<file path="config.mk">
export PLATFORM = sky130hd
export DESIGN_NAME = dac_serial_driver
export DESIGN_NICKNAME = d
export VERILOG_FILES = /design/src/rtl/dac_serial_driver.sv
export SDC_FILE = /design/constraint.sdc
export NUM_CORES = 1
export LEC_CHECK = 0
export ABC_AREA = 0
export BUFFER_PORTS_ARGS = -buffer_cell sky130_fd_sc_hd__buf_2
export CORE_MARGIN = 4
export CORE_UTILIZATION = 54
export DETAILED_ROUTE_END_ITERATION = 12
export PLACE_DENSITY = 0.85
export SYNTH_ARGS = -nofsm -noshare
export SYNTH_HDL_FRONTEND = slang
export SYNTH_SLANG_ARGS = --single-unit
</file>
<file path="constraint.sdc">
create_clock -name clk_X4 -period 1.9 [get_ports clk_X4]
set_input_delay 0.095 -clock clk_X4 [delete_from_list [all_inputs] [get_ports clk_X4]]
set_output_delay 0.095 -clock clk_X4 [all_outputs]
set_load 0.005 [all_outputs]
</file>
<file path="src/rtl/dac_serial_driver.sv">
// rtl/dac_serial_driver.sv - three-wire DAC serial driver (CLK/SDI/LD/CLR), MSB-first with programmable bit divider.
// Optional continuous refresh of the last sample when DAC_AUTO_REPEAT_EN is defined.
module dac_serial_driver #(
  parameter int DATA_W   = 12,
  parameter int DIV      = 4,
  parameter int LD_SETUP = 2,
  parameter int LD_LOW   = 2,
  parameter int GAP      = 2,
  parameter int CLR_LOW  = 2
) (
  input  logic              clk_X4,
  input  logic              rst,
  input  logic              enable,
  input  logic [DATA_W-1:0] data_in,
  input  logic              data_valid,
  output logic              data_ready,
  input  logic              clr_req,
  output logic              busy,
  output logic              frame_done,
  output logic              CLK_3,
  output logic              SDI_4,
  output logic              LD_5,
  output logic              CLR_6
);

  localparam int BIT_W = $clog2(DATA_W);
  localparam int PH_W  = $clog2(DIV);
  localparam int M1    = (LD_SETUP > LD_LOW) ? LD_SETUP : LD_LOW;
  localparam int M2    = (GAP > CLR_LOW) ? GAP : CLR_LOW;
  localparam int WMAX  = (M1 > M2) ? M1 : M2;
  localparam int W_W   = $clog2(WMAX + 1);

  localparam logic [BIT_W-1:0] BIT_LAST   = BIT_W'(DATA_W - 1);
  localparam logic [PH_W-1:0]  PH_LAST    = PH_W'(DIV - 1);
  localparam logic [PH_W-1:0]  PH_HALF    = PH_W'(DIV / 2);
  localparam logic [W_W-1:0]   SETUP_LAST = W_W'(LD_SETUP - 1);
  localparam logic [W_W-1:0]   LOW_LAST   = W_W'(LD_LOW - 1);
  localparam logic [W_W-1:0]   GAP_LAST   = W_W'((GAP > 0) ? GAP - 1 : 0);
  localparam logic [W_W-1:0]   CLR_LAST   = W_W'(CLR_LOW - 1);

  typedef enum logic [2:0] {
    S_IDLE,
    S_SHIFT,
    S_LDSET,
    S_LOAD,
    S_GAP,
    S_CLEAR
  } state_t;

  state_t            state, state_n;
  logic [BIT_W-1:0]  bit_cnt, bit_n;
  logic [PH_W-1:0]   phase, phase_n;
  logic [W_W-1:0]    wait_cnt, wait_n;
  logic [DATA_W-1:0] shreg, shreg_n;
  logic              clk_n, sdi_n, ld_n, clr_n, busy_n, done_n;

`ifdef DAC_AUTO_REPEAT_EN
  logic [DATA_W-1:0] last_sample;
  logic              have_last;
`endif

  assign data_ready = (state == S_IDLE) && enable && !clr_req && !rst;

  always_comb begin
    state_n = state;
    bit_n   = bit_cnt;
    phase_n = phase;
    wait_n  = wait_cnt;
    shreg_n = shreg;
    done_n  = 1'b0;
    case (state)
      S_IDLE: begin
        if (clr_req) begin
          state_n = S_CLEAR;
          wait_n  = '0;
        end else if (data_valid) begin
          state_n = S_SHIFT;
          shreg_n = data_in;
          bit_n   = BIT_LAST;
          phase_n = '0;
        end
`ifdef DAC_AUTO_REPEAT_EN
        else if (have_last) begin
          state_n = S_SHIFT;
          shreg_n = last_sample;
          bit_n   = BIT_LAST;
          phase_n = '0;
        end
`endif
      end
      S_SHIFT: begin
        if (phase == PH_LAST) begin
          phase_n = '0;
          if (bit_cnt == '0) begin
            state_n = S_LDSET;
            wait_n  = '0;
          end else begin
            bit_n   = bit_cnt - 1'b1;
            shreg_n = {shreg[DATA_W-2:0], 1'b0};
          end
        end else begin
          phase_n = phase + 1'b1;
        end
      end
      S_LDSET: begin
        if (wait_cnt == SETUP_LAST) begin
          state_n = S_LOAD;
          wait_n  = '0;
        end else begin
          wait_n = wait_cnt + 1'b1;
        end
      end
      S_LOAD: begin
        if (wait_cnt == LOW_LAST) begin
          state_n = (GAP == 0) ? S_IDLE : S_GAP;
          wait_n  = '0;
          done_n  = 1'b1;
        end else begin
          wait_n = wait_cnt + 1'b1;
        end
      end
      S_GAP: begin
        if (wait_cnt == GAP_LAST) begin
          state_n = S_IDLE;
          wait_n  = '0;
        end else begin
          wait_n = wait_cnt + 1'b1;
        end
      end
      S_CLEAR: begin
        if (wait_cnt == CLR_LAST) begin
          state_n = S_IDLE;
          wait_n  = '0;
        end else begin
          wait_n = wait_cnt + 1'b1;
        end
      end
      default: state_n = S_IDLE;
    endcase

    // Abort wins over everything: partial frame dropped, no LD pulse, no frame_done.
    if (!enable) begin
      state_n = S_IDLE;
      done_n  = 1'b0;
    end

    // Pins are registered from the next state so they line up with the state they describe.
    clk_n  = !((state_n == S_SHIFT) && (phase_n < PH_HALF));
    sdi_n  = (state_n == S_SHIFT) && shreg_n[DATA_W-1];
    ld_n   = (state_n != S_LOAD);
    clr_n  = (state_n != S_CLEAR);
    busy_n = (state_n != S_IDLE);
  end

  always_ff @(posedge clk_X4) begin
    if (rst) begin
      state      <= S_IDLE;
      bit_cnt    <= '0;
      phase      <= '0;
      wait_cnt   <= '0;
      shreg      <= '0;
      CLK_3      <= 1'b1;
      SDI_4      <= 1'b0;
      LD_5       <= 1'b1;
      CLR_6      <= 1'b1;
      busy       <= 1'b0;
      frame_done <= 1'b0;
    end else begin
      state      <= state_n;
      bit_cnt    <= bit_n;
      phase      <= phase_n;
      wait_cnt   <= wait_n;
      shreg      <= shreg_n;
      CLK_3      <= clk_n;
      SDI_4      <= sdi_n;
      LD_5       <= ld_n;
      CLR_6      <= clr_n;
      busy       <= busy_n;
      frame_done <= done_n;
    end
  end

`ifdef DAC_AUTO_REPEAT_EN
  always_ff @(posedge clk_X4) begin
    if (rst) begin
      last_sample <= '0;
      have_last   <= 1'b0;
    end else if (data_ready && data_valid) begin
      last_sample <= data_in;
      have_last   <= 1'b1;
    end
  end
`endif

endmodule

</file>
==> results.md <==
- Status: finished, final reports clean
- Routed len/inst: 15.67 um
- Routed Antenna Nets: 0
- Worst rel slew slack: 69.83%
- Synthesized area: around 1400 um2
- Antenna diode count: 0
- GPL Wtd Cong: 0.8128
- Worst reg2reg setup slack: 130 ps
- Cells after Synth: 144
- Seq/Total Area, Yosys: 40.52%
- Vias in the first global route: approximately 1300
- Setup ws final: approximately 130 ps
- Length of the first detailed-routing pass in iterations: 4
- Worst r2r src: bit_cnt[0]
- CTS tree: built
- Later-pin clock latency in the skew report: between 300 and 400 ps
- Total gr overflow: 0
- CTS max path bufs: 2
- Adder-cell share of the synthesized area: between 4 and 5%
- I/O Pins: 24
- Ys Warns: 0
- Area delta synth->final: 15.11%
- Total power: roughly 1.2 mW
- Seq cells post-synth: 29
- WS Path Type: reg2reg
- Slowest stage cell, crit path: dfxtp_2
- Hold Crit Endpoint: shreg[0]
- Final Max Tran Viols: 0
- Worst VDD drop: between 0.5 and 0.6 mV
- Clk root buf: clkbuf_4
- Syn_nets: 166
- Drt initial violations: 47
- PD cells: 699.3 nW/um2
- Tcrit/Tclk final: 93.16%
- Max stage delay on crit path: 370 ps
- WP data arrival: 2000 ps
- DRC Markers: 0
- DIE WIDTH: roughly 60 um
- Asr flop ratio synth: 0%
- Worst setup EP type: flop
- R2r worst-path depth: 6
- Synth Flop Type: dfxtp_1
- Initial cell density of the core: 57.31%
- # nets final: 196
- H-tree depth: 2
- Fillers: 208
- GR Util All Layers: about a fifth
- Clock sink total: 29
- Clock-pin slew on the worst setup and hold paths: around 90 ps
- Wirelength, routed: between 3 and 4 mm
- Reg area: 583.1 um2
- Crit-path cells: inv_1 -> ha_1 -> nor3b_2 -> a211o_1 -> a31o_1 -> a2111oi_2
- Share of cells above drive strength 1: 28.57%
- Finished Cell Area: 1649 um2
- Hold Crit Class: in2reg
- TritonCTS Buffers: 5
- Synth unique cells: 48
- Reg2reg end: SDI_4
- Core area: 2500 um2
- Hold Path Depth: 3
- Max cap viols: 0
- Vias per inst: ~6.1
- Port Buffers: 23
- Post-synthesis mux area share: 0.7860%
- Max frequency: between 500 and 600 MHz
- Static leakage: 0.6780 nW
- Die area: 3541 um2
- Largest net degree at the start of global routing: 15
- FP Rows: 18
- Actual slew at the worst max-slew pin: 451.2 ps
- Post-synthesis area per instance: approximately 10 um2
- Critical Path RT: 2130 ps
- CP max FO: 5
- Largest family of logic cells by synthesized area: compound AO/OA/AOI/OAI gates
- Crit path time final: 1770 ps
- Hold Startpoint: data_in[0]
- Final hold violation count: 0
- DP Worst Slack: 74.80 ps
- Vias post-DR: 1244
- Initial antenna violation count: 0
- Compound-Gate Fraction of Synth Area: 26.55%
- Hold-fix buffer count after cts: 0
- Area of the multi-input gates: slightly below 800 um2
- DP Area: roughly 1600 um2
- Worst setup SP type: flop
- EDFF count, synth: 0
- First-pass GRT wire length: ~5.5 mm
- Final setup violation count: 0
- Fin Clk Skew: 7.666 ps
- Synth Area in XOR/XNOR: 0.6114%
- Die height: between 50 and 60 um
- Simple-Gate Fraction of Synth Area: between 20% and 30%
- Setup TNS: 0 ps
- Hpwl dp: approximately 2.4 mm
cell usage after synthesis (all sizes together), types with 2 or more instances:
cell type / number / area [um2]
nor2b: 3 / 18.77
or2: 2 / 12.52
and4b: 2 / 20.02
o211a: 2 / 20.02
nor3: 10 / 71.32
a211oi: 3 / 32.53
o21ai: 4 / 20.02
or3: 2 / 12.51
a31oi: 2 / 12.51
a21oi: 5 / 25.02
clkbuf: 2 / 8.750
nor2: 6 / 30.03
ha: 5 / 62.56
or3b: 3 / 28.78
nand2: 2 / 7.510
dfxtp: 29 / 580.6
buf: 4 / 32.53
o21a: 2 / 15.01
inv: 6 / 22.52
o211ai: 2 / 15.01
nand2b: 6 / 37.54
nand4: 3 / 18.77
nand3: 4 / 20.02
a22o: 20 / 175.2
through the flow:
step	cells	util [%]	hold slack, ps
after global routing	205	65.97	40.42
after CTS	204	65.32	11.42
after global placement	196	63.26	376.4
after floorplan	144	-	225.4
final	205	65.97	30.08
after detailed placement	196	63.26	381.1
critical path, delay by kind of cell (launching register included):
kind / cells / cell delay (ps)
adders and majority gates: 1 / 210
and+or+nand+nor: 1 / 200
DFF: 1 / 370
AOI/OAI and AO/OA: 3 / 850
buffers and inverters: 1 / 50
cell families after synthesis:
logic type,after synthesis
AND/OR/NAND/NOR,49
AO/OA/AOI/OAI,47
flip-flops,29
buffers and inverters,12
adder cells (fa/ha/maj),5
XOR/XNOR,1
multiplexers,1
timing repair:
| item | in CTS | in global routing |
|---|---|---|
| gates resized for setup | 0 | 3 |
| endpoints found under the setup margin | 0 | 11 |
| buffers inserted | 0 | 1 |
how the worst max path moves through the flow:
stage,end,cells after the start,from
detailed placement,shreg[6],6,bit_cnt[0]
floorplan,SDI_4,6,bit_cnt[0]
global placement,shreg[1],6,bit_cnt[0]
CTS,shreg[3],6,bit_cnt[0]
global route,shreg[10],5,state[2]
finish,SDI_4,6,bit_cnt[0]
final cells by class:
type | count | share of cell area (%)
multi-input combinational | 103 | 48.18
sequential | 29 | 35.36
timing repair buffer | 29 | 9.712
clock buffer | 6 | 2.504
tap | 30 | 2.276
inverter | 6 | 1.366
clock inverter | 2 | 0.6070
layer usage:
metal	wire [um]	global-route usage, %	share of wire [%]	vias up
met4	72	11.08	2.2	0
met1	1327	24.57	41	587
met5	0	0	0	-
li1	-	-	-	613
met3	196	7.625	6.1	9
met2	1615	33.07	50	35
flip-flops by register name, indices dropped and copies added, names as in the netlist:
signal / flops
shreg: 12
bit_cnt: 4
state: 3
phase: 2
wait_cnt: 2
CLK_3: 1
CLR_6: 1
LD_5: 1
SDI_4: 1
busy: 1
frame_done: 1
where the power goes:
group	switching, mW	total (mW)	internal, mW
combinational	0.0859	0.160	0.0741
sequential	0.0154	0.642	0.626
clock	0.211	0.351	0.140
total	0.312	1.15	0.841
placed cells by master (no fill, tap or decap), types with 2 or more instances in the layout:
cell type	count
nand4_1	3
dfxtp_1	27
inv_1	6
nand3_1	4
nor3_1	7
nor2_1	5
nand2_1	2
clkinv_2	2
clkbuf_4	5
o21ai_0	4
o211ai_1	2
a21oi_1	5
nor3_4	2
o21a_1	2
o211a_1	2
buf_4	6
nand2b_1	6
and4b_1	2
nor2b_1	3
dfxtp_2	2
a31oi_1	2
or3_1	2
a211oi_2	2
buf_2	23
ha_1	5
a22o_1	20
No activity file was read; power rests on OpenSTA's default activity.
